<file path="src/rtl/bit_serializer_pkg.sv">
// Shared definitions for the bit_serializer slice: FSM state encoding and the
// word counter width (matched to the downstream sequence detectors).
package bit_serializer_pkg;

   typedef enum logic [1:0] {
      IDLE   = 2'b00,
      SHIFT  = 2'b01,
      PARITY = 2'b10
   } state_e;

   localparam int unsigned CNT_W = 10;

endpackage

</file>
<file path="src/rtl/bit_serializer_ser_shift_reg.sv">
// ser_shift_reg: shift/bit-count datapath for bit_serializer.
// Holds the word in flight, counts presented bits and flags the last one.
// nxt_bit_o is the bit that will be at the front after this edge, so the top
// can register x without an extra pipeline stage.
module ser_shift_reg #(
   parameter int unsigned WIDTH     = 8,
   parameter int unsigned MSB_FIRST = 1
) (
   input  logic             clk,
   input  logic             rst,
   input  logic             load_i,
   input  logic             shift_i,
   input  logic [WIDTH-1:0] din_i,
   output logic             nxt_bit_o,
   output logic             last_o
);

   localparam int unsigned CW = $clog2(WIDTH);
   localparam logic [CW-1:0] LAST_CNT = CW'(WIDTH - 1);

   logic [WIDTH-1:0] sreg_q, sreg_d;
   logic [CW-1:0]    cnt_q, cnt_d;

   // Next shift-register contents and bit count
   always_comb begin
      sreg_d = sreg_q;
      cnt_d  = cnt_q;
      if (load_i) begin
         sreg_d = din_i;
         cnt_d  = '0;
      end else if (shift_i) begin
         if (MSB_FIRST != 0) sreg_d = {sreg_q[WIDTH-2:0], 1'b0};
         else                sreg_d = {1'b0, sreg_q[WIDTH-1:1]};
         cnt_d = cnt_q + CW'(1);
      end
      nxt_bit_o = (MSB_FIRST != 0) ? sreg_d[WIDTH-1] : sreg_d[0];
   end

   // Datapath registers
   always_ff @(posedge clk) begin
      if (rst) begin
         sreg_q <= '0;
         cnt_q  <= '0;
      end else begin
         sreg_q <= sreg_d;
         cnt_q  <= cnt_d;
      end
   end

   assign last_o = (cnt_q == LAST_CNT);

endmodule

</file>
<file path="src/rtl/bit_serializer.sv">
// bit_serializer: parallel-in, serial-out feeder for the sequence detectors.
// Accepts WIDTH-bit words on a valid/ready handshake and emits them one bit
// per clock on a registered x, holding IDLE_BIT when no word is in flight.
// Optional macro BIT_SERIALIZER_PARITY_EN appends an even-parity bit per word.
module bit_serializer
   import bit_serializer_pkg::*;
#(
   parameter int unsigned WIDTH     = 8,
   parameter int unsigned MSB_FIRST = 1,
   parameter logic        IDLE_BIT  = 1'b1
) (
   input  logic             clk,
   input  logic             rst,
   input  logic [WIDTH-1:0] din,
   input  logic             din_valid,
   output logic             din_ready,
   output logic             x,
   output logic             x_valid,
   output logic             busy,
   output logic [CNT_W-1:0] words_sent
);

   state_e           state_q, state_d;
   logic             x_q, x_d;
   logic             xv_q, xv_d;
   logic [CNT_W-1:0] words_q, words_d;
   logic             load, shift, nxt_bit, last;
`ifdef BIT_SERIALIZER_PARITY_EN
   logic             par_q, par_d;
`endif

   ser_shift_reg #(
      .WIDTH     (WIDTH),
      .MSB_FIRST (MSB_FIRST)
   ) u_shift (
      .clk       (clk),
      .rst       (rst),
      .load_i    (load),
      .shift_i   (shift),
      .din_i     (din),
      .nxt_bit_o (nxt_bit),
      .last_o    (last)
   );

   // Next-state, handshake and word counting; din_ready never looks at din_valid
   always_comb begin
      state_d   = state_q;
      words_d   = words_q;
      load      = 1'b0;
      shift     = 1'b0;
      din_ready = 1'b0;
      case (state_q)
         IDLE: begin
            din_ready = 1'b1;
            if (din_valid) begin
               load    = 1'b1;
               state_d = SHIFT;
            end
         end
         SHIFT: begin
            if (!last) begin
               shift = 1'b1;
            end else begin
`ifdef BIT_SERIALIZER_PARITY_EN
               state_d = PARITY;
`else
               din_ready = 1'b1;
               words_d   = words_q + CNT_W'(1);
               load      = din_valid;
               state_d   = din_valid ? SHIFT : IDLE;
`endif
            end
         end
`ifdef BIT_SERIALIZER_PARITY_EN
         PARITY: begin
            din_ready = 1'b1;
            words_d   = words_q + CNT_W'(1);
            load      = din_valid;
            state_d   = din_valid ? SHIFT : IDLE;
         end
`endif
         default: state_d = IDLE;
      endcase
   end

   // Registered serial output follows the state being entered
   always_comb begin
      xv_d = (state_d != IDLE);
      case (state_d)
         SHIFT:   x_d = nxt_bit;
`ifdef BIT_SERIALIZER_PARITY_EN
         PARITY:  x_d = par_q;
`endif
         default: x_d = IDLE_BIT;
      endcase
`ifdef BIT_SERIALIZER_PARITY_EN
      par_d = load ? ^din : par_q;
`endif
   end

   // State, output and counter registers
   always_ff @(posedge clk) begin
      if (rst) begin
         state_q <= IDLE;
         x_q     <= IDLE_BIT;
         xv_q    <= 1'b0;
         words_q <= '0;
`ifdef BIT_SERIALIZER_PARITY_EN
         par_q   <= 1'b0;
`endif
      end else begin
         state_q <= state_d;
         x_q     <= x_d;
         xv_q    <= xv_d;
         words_q <= words_d;
`ifdef BIT_SERIALIZER_PARITY_EN
         par_q   <= par_d;
`endif
      end
   end

   assign x          = x_q;
   assign x_valid    = xv_q;
   assign busy       = (state_q != IDLE);
   assign words_sent = words_q;

endmodule
</file>
<file path="config.mk">
export PLATFORM = sky130hd
export DESIGN_NAME = bit_serializer
export DESIGN_NICKNAME = d
export VERILOG_FILES = /design/src/rtl/bit_serializer_pkg.sv /design/src/rtl/bit_serializer_ser_shift_reg.sv /design/src/rtl/bit_serializer.sv
export SDC_FILE = /design/constraint.sdc
export NUM_CORES = 1
export LEC_CHECK = 0
export BUFFER_PORTS_ARGS = -buffer_cell sky130_fd_sc_hd__buf_2
export CAP_MARGIN = 20
export CORE_MARGIN = 2
export CORE_UTILIZATION = 58
export CTS_BUF_LIST = sky130_fd_sc_hd__clkbuf_4 sky130_fd_sc_hd__clkbuf_8
export DETAILED_ROUTE_END_ITERATION = 8
export PLACE_DENSITY = 0.86
export SETUP_SLACK_MARGIN = 0.3
export SYNTH_ARGS = -nofsm -noshare
export SYNTH_HDL_FRONTEND = slang
export SYNTH_SLANG_ARGS = --single-unit
</file>
<file path="constraint.sdc">
create_clock -name clk -period 5.3 [get_ports clk]
set_clock_uncertainty 0.1 [all_clocks]
set_input_delay 1.06 -clock clk [delete_from_list [all_inputs] [get_ports clk]]
set_output_delay 1.06 -clock clk [all_outputs]
set_load 0.03 [all_outputs]
</file>
# Yosys cells after proc, flatten, opt, wreduce, memory -nomap -nowiden
# Cells that the tools add are included.
# W data, S select, Z words.
[totals] n_memories=0 register_bits=25 output_inout_bits=14 latchBits=0 mem_bits_rw=0 rom_bits=0
[op_classes] shifts=0 addsub=2 n_lt_le_gt_ge=0 div_mod_pow=0 muxes=13 n_mul=0 n_eq_ne=3 bitwise_logic=1 reduce_logical=7
[op_table] operator="$mux W8" count=2
[op_table] operator="$add A10 B1 Y10 const B" count=1
[op_table] operator="$mux W1" count=6
[op_table] operator="$reduce_bool A2 Y1" count=3
[op_table] operator="$eq A2 B1 Y1 const B" count=2
[op_table] operator="$mux W2" count=2
[op_table] operator="$pmux W1 S2" count=2
[op_table] operator="$pmux W2 S2" count=1
[op_table] operator="$reduce_or A2 Y1" count=2
[op_table] operator="$add A3 B1 Y3 const B" count=1
[op_table] operator="$eq A3 B3 Y1 const B" count=1
[op_table] operator="$logic_not A2 Y1" count=1
[op_table] operator="$reduce_and A2 Y1" count=1
[op_table] operator="$not A1 Y1" count=1

# Logic depth before layout (Yosys ltp)
# Gate-level depths: netlist of the first run.
[logic_depth] word_depth=6 depth_mapped=6 depth_no_buf=6

# Hierarchy
# Synthesis of the first run repeated with hierarchy kept, for this count alone.
[hier_totals] hier_cells=113 area_unflattened_um2=1131.1
[modules_own_cells] mod="bit_serializer" n_inst=1 seq_area_each_um2=280.3 area_per_inst_um2=624.3 cells_each=65
[modules_own_cells] mod="ser_shift_reg" n_inst=1 seq_area_each_um2=220.2 area_per_inst_um2=506.7 cells_each=48

# Worst setup path after synthesis of the first run
# OpenSTA, ideal clock, no wires.
[synth_timing] path_type="reg-to-output" start="reg u_shift.cnt_q[0]" end="out din_ready" slack_ns=2.958 arrival_time_ns=1.182 path_buffers=0 required_time_ns=4.140 stages_incl_launch_ff=5 cell_sequence="dfxtp_1 -> ha_1 -> ha_1 -> nor2b_2 -> nor2_1"
[synth_via] elab_chain_len=3
[synth_lines] item="start, declared" line="bit_serializer_ser_shift_reg.sv:22" source="logic [CW-1:0] cnt_q, cnt_d;"
[synth_lines] item="start signal, assigned" line="bit_serializer_ser_shift_reg.sv:46" source="cnt_q <= cnt_d;"
[synth_lines] item="$eq A3 B3 Y1" line="bit_serializer_ser_shift_reg.sv:50" source="assign last_o = (cnt_q == LAST_CNT);"
[synth_lines] item="$mux W1" line="bit_serializer.sv:61" source="if (!last) begin"
[synth_lines] item="$pmux W1 S2" line="bit_serializer.sv:52" source="case (state_q)"
[synth_lines] item="end, declared" line="bit_serializer.sv:16" source="output logic din_ready,"
# No other way between the ends.

# Worst setup path in the final report of the first run
# Same ends and word-level chain as after synthesis.

==> flow_metrics.py, run 1 <==
metrics = {
    "logic_synthesis": {
        "yosysTopAreaCell": "dfxtp_1",
        "synth_warnings": 0,
        "yosys.area.top_type_share": 0.472,
        "avgSynthCellArea_um2": 9.61,
        "synth_area_mm2": 0.00102,
        "ys_types": 34,
        "syn_inst": 106,
        "synth.area.top_cells": "dfxtp_1 47%, nor2_1 5.9%, a22o_1 5.2%",
        "syn_nets": 120,
        "synth-seq-cells": 24,
        "ys_seq_area_frac": 0.472,
    },
    "floorplanning": {
        "die_w_um": 45.9,
        "initial_core_util": 0.603,
        "fp.coreArea_mm2": 0.00169,
        "pin_count": 25,
        "die_y_um": 45.9,
        "row_count": 15,
        "die-area_mm2": 0.00211,
    },
    "place": {
        "port-buffer-count": 24,
        "post-place-ws_ns": 2.86,
        "gp_congestion": 0.732,
        "hpwlAfterDp_mm": 1.41,
    },
    "finish": {
        "final_nets": 146,
        "antenna_cells": 0,
        "drive_gt1_frac": 0.244,
        "post-route-util": 0.707,
        "final_cell_mix": "24 x buf_2, 24 x dfxtp_1, 16 x nor2_1",
        "fill_cells": 133,
        "syn2layout_area_growth_pct": 17.2,
    },
    "routing": {
        "routed_via_density": 5.63,
        "antenna_left": 0,
        "drt-total-wl_mm": 1.84,
        "post-route-drc-count": 0,
        "vias": 833,
        "drt_first_iter_violations": 12,
        "dr.pass1.iters": 4,
        "wl_per_cell_um": 12.5,
    },
    "cts": {
        "cts_setup_buffers": 0,
        "clock-sinks": 24,
        "numCtsBuffers": 3,
        "root_buffer": "clkbuf_4",
        "cts_hold_buf": 0,
        "cts.clk_slew.worst_paths_ns": 0.13,
        "clk-insertion-delay-late_ns": 0.31,
        "cts_tree": "done",
        "cts_buffer_depth": 2,
        "cts_resized": 0,
        "cts_max_level": 1,
    },
    "critical_path": {
        "startpoint_type": "flip-flop",
        "crit_arrival_ns": 1.64,
        "critPathRequiredTime_ns": 4.14,
        "cp-end-kind": "output pin",
        "path_max_fanout": 6,
        "reg2reg_from": "u_shift.cnt_q[0]$_SDFFE_PP0P_",
        "crit_type": "reg2out",
        "critPathLaunch": "u_shift.cnt_q[0]$_SDFFE_PP0P_",
    },
    "run_status": {
        "status": "completed",
    },
    "pwr": {
        "p_per_area_mw_per_mm2": 286,
        "p_leak_uw": 0.000574,
        "max-vdd-ir-drop_mv": 0.213,
    },
    "sta": {
        "rsz0062_at_grt": "false",
        "slew_violations": 0,
        "tns_ns": 0,
        "relSlewSlack": 0.647,
        "hold_violations": 0,
        "postLayoutSetupSlackWorst_ns": 2.50,
        "layout_min_cycle_time_ns": 2.80,
        "setup_viol": 0,
        "tightest_slew_ns": 0.528,
        "max_freq_mhz": 357,
        "finalCritPeriodShare": 0.528,
    },
    "flow_run": {
        "maxCapViolations": 0,
    },
    "min_path": {
        "min_from": "u_shift.sreg_q[5]$_SDFFE_PP0P_",
        "hold_class": "reg2reg",
    },
    "grt": {
        "grt_overflow": 0,
        "antenna_found_initial": 0,
        "grt_max_degree": 19,
        "grt_pass1_wl_mm": 2.76,
        "grt_pass1_vias": 712,
        "grt_use_total": 0.185,
    },
}
==> metrics by stage <==
stage                     instance area (um2)  hold WS [ns]  cells  total power [uW]
after floorplan                          1020         0.326    106               207
after global placement                   1140         0.334    144               214
after detailed placement                 1140         0.342    144               215
after CTS                                1190         0.372    148               345
after global routing                     1190         0.392    148               352
final                                    1190         0.366    148               341
==> cells by family after synthesis <==
| family | after synthesis | share of synthesized area |
|---|---|---|
| AO/OA/AOI/OAI | 24 | 0.171 |
| adder cells (fa/ha/maj) | 3 | 0.0369 |
| other | 1 | 0.00368 |
| flip-flops | 24 | 0.472 |
| buffers and inverters | 4 | 0.0221 |
| AND/OR/NAND/NOR | 42 | 0.225 |
| XOR/XNOR | 7 | 0.0602 |
| multiplexers | 1 | 0.00983 |
==> critical path: stages (launching register included) <==
cell and delay (ns):
dfxtp_1 0.36, ha_1 0.20, ha_1 0.24, nor2b_2 0.26, nor2_1 0.08, buf_2 0.19
==> Yosys cell counts, drive strengths merged <==
| cell type | count |
|---|---|
| nand4 | 1 |
| nor4b | 1 |
| a21oi | 3 |
| dfxtp | 24 |
| a32oi | 1 |
| nand3b | 1 |
| nand2 | 2 |
| nor3 | 5 |
| a22o | 6 |
| and4b | 1 |
| o21a | 2 |
| and3 | 2 |
| a21o | 6 |
| or2 | 1 |
| or3 | 2 |
| nor2 | 16 |
| and2 | 1 |
| conb | 1 |
| clkbuf | 2 |
| a22oi | 2 |
| nand3 | 5 |
| ha | 3 |
| o21bai | 1 |
| nor3b | 1 |
| nor2b | 1 |
| mux2i | 1 |
| and2b | 1 |
| xnor2 | 3 |
| buf | 1 |
| nand2b | 1 |
| o21ai | 3 |
| xor2 | 4 |
| inv | 1 |
==> sequential cells by signal, indices dropped and copies added (netlist names) <==
signal and flops:
x_valid 1, words_sent 10, state_q 2, u_shift.sreg_q 7, x 1, u_shift.cnt_q 3
==> power by group <==
part / internal [uW] / switching [uW] / total [uW]
combinational: 9.49 / 13.1 / 22.6
clock: 76.5 / 54.1 / 131
sequential: 185 / 3.37 / 188
==> routing by layer <==
layer,GRT usage,share of wire,up-vias
met3,0.0476,0.032,4
met4,0.0857,0.014,0
met5,0,0,-
met1,0.212,0.47,384
li1,-,-,427
met2,0.317,0.49,18
==> final timing paths <==
check | cells after the start | endpoint | slack (ns)
max | 5 | din_ready | 2.50
min reg2reg | 1 | u_shift.sreg_q[5]$_SDFFE_PP0P_ | 0.37
min | 1 | u_shift.sreg_q[5]$_SDFFE_PP0P_ | 0.37
max reg2reg | 6 | u_shift.sreg_q[4]$_SDFFE_PP0P_ | 3.42
==> cell type report <==
class | instances | area (um2) | share of cell area
sequential | 24 | 480 | 0.403
tap | 17 | 21.3 | 0.0178
timing repair buffer | 24 | 120 | 0.101
clock inverter | 1 | 30.0 | 0.0252
inverter | 1 | 3.75 | 0.00314
multi-input combinational | 78 | 515 | 0.432
clock buffer | 3 | 22.5 | 0.0189
(Power assumes the default switching activity.)
==> run 2, diff against run 1 <==
- ABC_AREA: not set -> 1
- CORE_UTILIZATION: 58 -> 55
- PLACE_DENSITY: 0.86 -> 0.8
- clock period: 5.3 -> 2.7 ns (I/O delays scaled with it)
==> flow_metrics.py, run 2 <==
metrics = {
    "logic_synthesis": {
        "synth_xor_area_frac": 0.00750,
        "synth_area_mm2": 0.00117,
        "ys_types": 21,
        "ys.flop_type": "dfxtp_1",
        "syn_nets": 178,
        "synth-async-reset-ratio": 0,
        "yosys.area.top_type_share": 0.429,
        "synth_most_common_cell": "nand2_1",
        "synth_top_family_by_area": "simple AND/OR/NAND/NOR gates",
        "syn_inst": 164,
        "synthSimpleGateAreaFrac": 0.386,
        "synth-compound-area-share": 0.0643,
        "muxShareOfSynthArea": 0,
        "synth_fa_ha_area_frac": 0.0322,
        "ys_seq_area_frac": 0.429,
        "synth-seq-cells": 25,
        "yosysTopAreaCell": "dfxtp_1",
        "synth.area.top_cells": "dfxtp_1 43%, nand2_1 17%, inv_1 6.8%",
        "avgSynthCellArea_um2": 7.12,
        "synth_edf_count": 0,
        "yosys-top-cells-count": "52 x nand2_1, 25 x dfxtp_1, 21 x inv_1",
        "synth_warnings": 0,
    },
    "place": {
        "gp_congestion": 0.824,
        "port-buffer-count": 24,
        "hpwlAfterDp_mm": 1.64,
        "dp_cells": 213,
    },
    "sta": {
        "layout_min_cycle_time_ns": 2.13,
        "tns_ns": 0,
        "slew_violations": 0,
        "hold_violations": 0,
        "setup_viol": 0,
        "max_freq_mhz": 469,
        "finalCritPeriodShare": 0.789,
        "rsz0062_at_grt": "false",
    },
    "cts": {
        "cts_hold_buf": 0,
        "cts.clk_slew.worst_paths_ns": 0.14,
        "clk-insertion-delay-late_ns": 0.32,
        "cts_setup_buffers": 0,
        "cts_resized": 0,
        "root_buffer": "clkbuf_4",
        "clock-sinks": 25,
        "numCtsBuffers": 3,
        "cts_buffer_depth": 2,
        "cts_tree": "done",
        "cts_max_level": 1,
    },
    "critical_path": {
        "cp-end-kind": "output pin",
        "path_max_fanout": 8,
        "worst_r2r_path_depth": 8,
        "crit_type": "reg2out",
        "startpoint_type": "flip-flop",
        "critPathRequiredTime_ns": 2.06,
        "crit_arrival_ns": 1.49,
    },
    "routing": {
        "drt_first_iter_violations": 19,
        "antenna_left": 0,
        "post-route-drc-count": 0,
        "vias": 1078,
        "dr.pass1.iters": 4,
        "routed_via_density": 4.97,
        "drt-total-wl_mm": 2.17,
        "wl_per_cell_um": 10.0,
    },
    "floorplanning": {
        "fp.coreArea_mm2": 0.00198,
        "row_count": 16,
        "die_w_um": 50.1,
        "die-area_mm2": 0.00251,
        "die_y_um": 50.1,
        "initial_core_util": 0.589,
        "pin_count": 25,
    },
    "finish": {
        "final_cell_mix": "52 x nand2_1, 25 x dfxtp_1, 24 x buf_2",
        "largest_reg_flops": 10,
        "syn2layout_area_growth_pct": 15.0,
        "final_common_cell": "nand2_1",
        "antenna_cells": 0,
        "final_nets": 205,
        "fin_cells": 217,
        "drive_gt1_frac": 0.200,
    },
    "pwr": {
        "p_leak_uw": 0.000632,
        "max-vdd-ir-drop_mv": 0.401,
        "p_per_area_mw_per_mm2": 458,
    },
    "grt": {
        "antenna_found_initial": 0,
        "grt_pass1_wl_mm": 3.74,
        "grt_pass1_vias": 913,
        "grt_max_degree": 16,
        "grt_overflow": 0,
        "grt_use_total": 0.192,
    },
    "min_path": {
        "hold_class": "reg2reg",
        "hold_depth": 2,
    },
    "run_status": {
        "status": "completed",
    },
    "flow_run": {
        "maxCapViolations": 0,
    },
}
## run 2: cell types whose count changed in the layout (fill, tap and decap cells not counted), moves of 5 or more
cell	delta
a21o_1	-6
a21oi_1	+7
a22o_1	-6
inv_1	+20
nand2_1	+50
nand3_1	+8
nor2_4	+5
## run 2: worst max-delay path, stage by stage, from the launching register on
cell and delay (ns):
dfxtp_1 0.37, ha_1 0.15, ha_1 0.21, nand3_4 0.16
nand2_1 0.08, buf_2 0.19
## run 2: layer usage
layer	vias to the layer above	global-route usage	routed length [um]
li1	562	-	-
met3	5	0.0364	107
met2	25	0.320	1040
met4	0	0.0741	30
met5	-	0	0
met1	486	0.242	994
## run 2: kinds of logic after synthesis
family	after synthesis
simple gates	95
flops	25
buf+inv	24
compound gates	15
fa+ha+maj	3
xor+xnor	1
other cells	1
## run 2: report_power, final
group / switching, uW / internal [uW] / leakage [uW]
clock network: 115 / 56.7 / 0.0000139
registers: 6.94 / 378 / 0.000203
logic: 37.9 / 20.4 / 0.000415
## run 2: per-stage QoR
step / area [um2] / util / setup slack, ns / hold WS [ns] / total power [uW]
after floorplan: 1170 / - / 0.994 / 0.316 / 434
after global placement: 1310 / 0.662 / 0.957 / 0.328 / 450
after detailed placement: 1310 / 0.662 / 0.934 / 0.346 / 452
after CTS: 1340 / 0.677 / 0.563 / 0.364 / 619
after global routing: 1340 / 0.677 / 0.461 / 0.369 / 646
final: 1340 / 0.677 / 0.570 / 0.362 / 615
## run 2: final cells by class
type	instances	area, um2
repair buffers	24	120
clock buffers	3	22.5
fillers	178	639
clock inverters	1	7.51
inverters	22	82.6
multi-input cells	115	576
well taps	27	33.8
flip-flops and latches	25	500
## run 2: path summary, 6_finish.rpt
check	startpoint	to	slack, ns
worst max-delay path	u_shift.cnt_q[1]$_SDFFE_PP0P_	din_ready	0.57
worst min-delay path	u_shift.sreg_q[0]$_SDFFE_PP0P_	u_shift.sreg_q[1]$_SDFFE_PP0P_	0.36
worst max register to register	u_shift.cnt_q[0]$_SDFFE_PP0P_	x$_SDFF_PP1_	0.93
worst min register to register	u_shift.sreg_q[0]$_SDFFE_PP0P_	u_shift.sreg_q[1]$_SDFFE_PP0P_	0.36
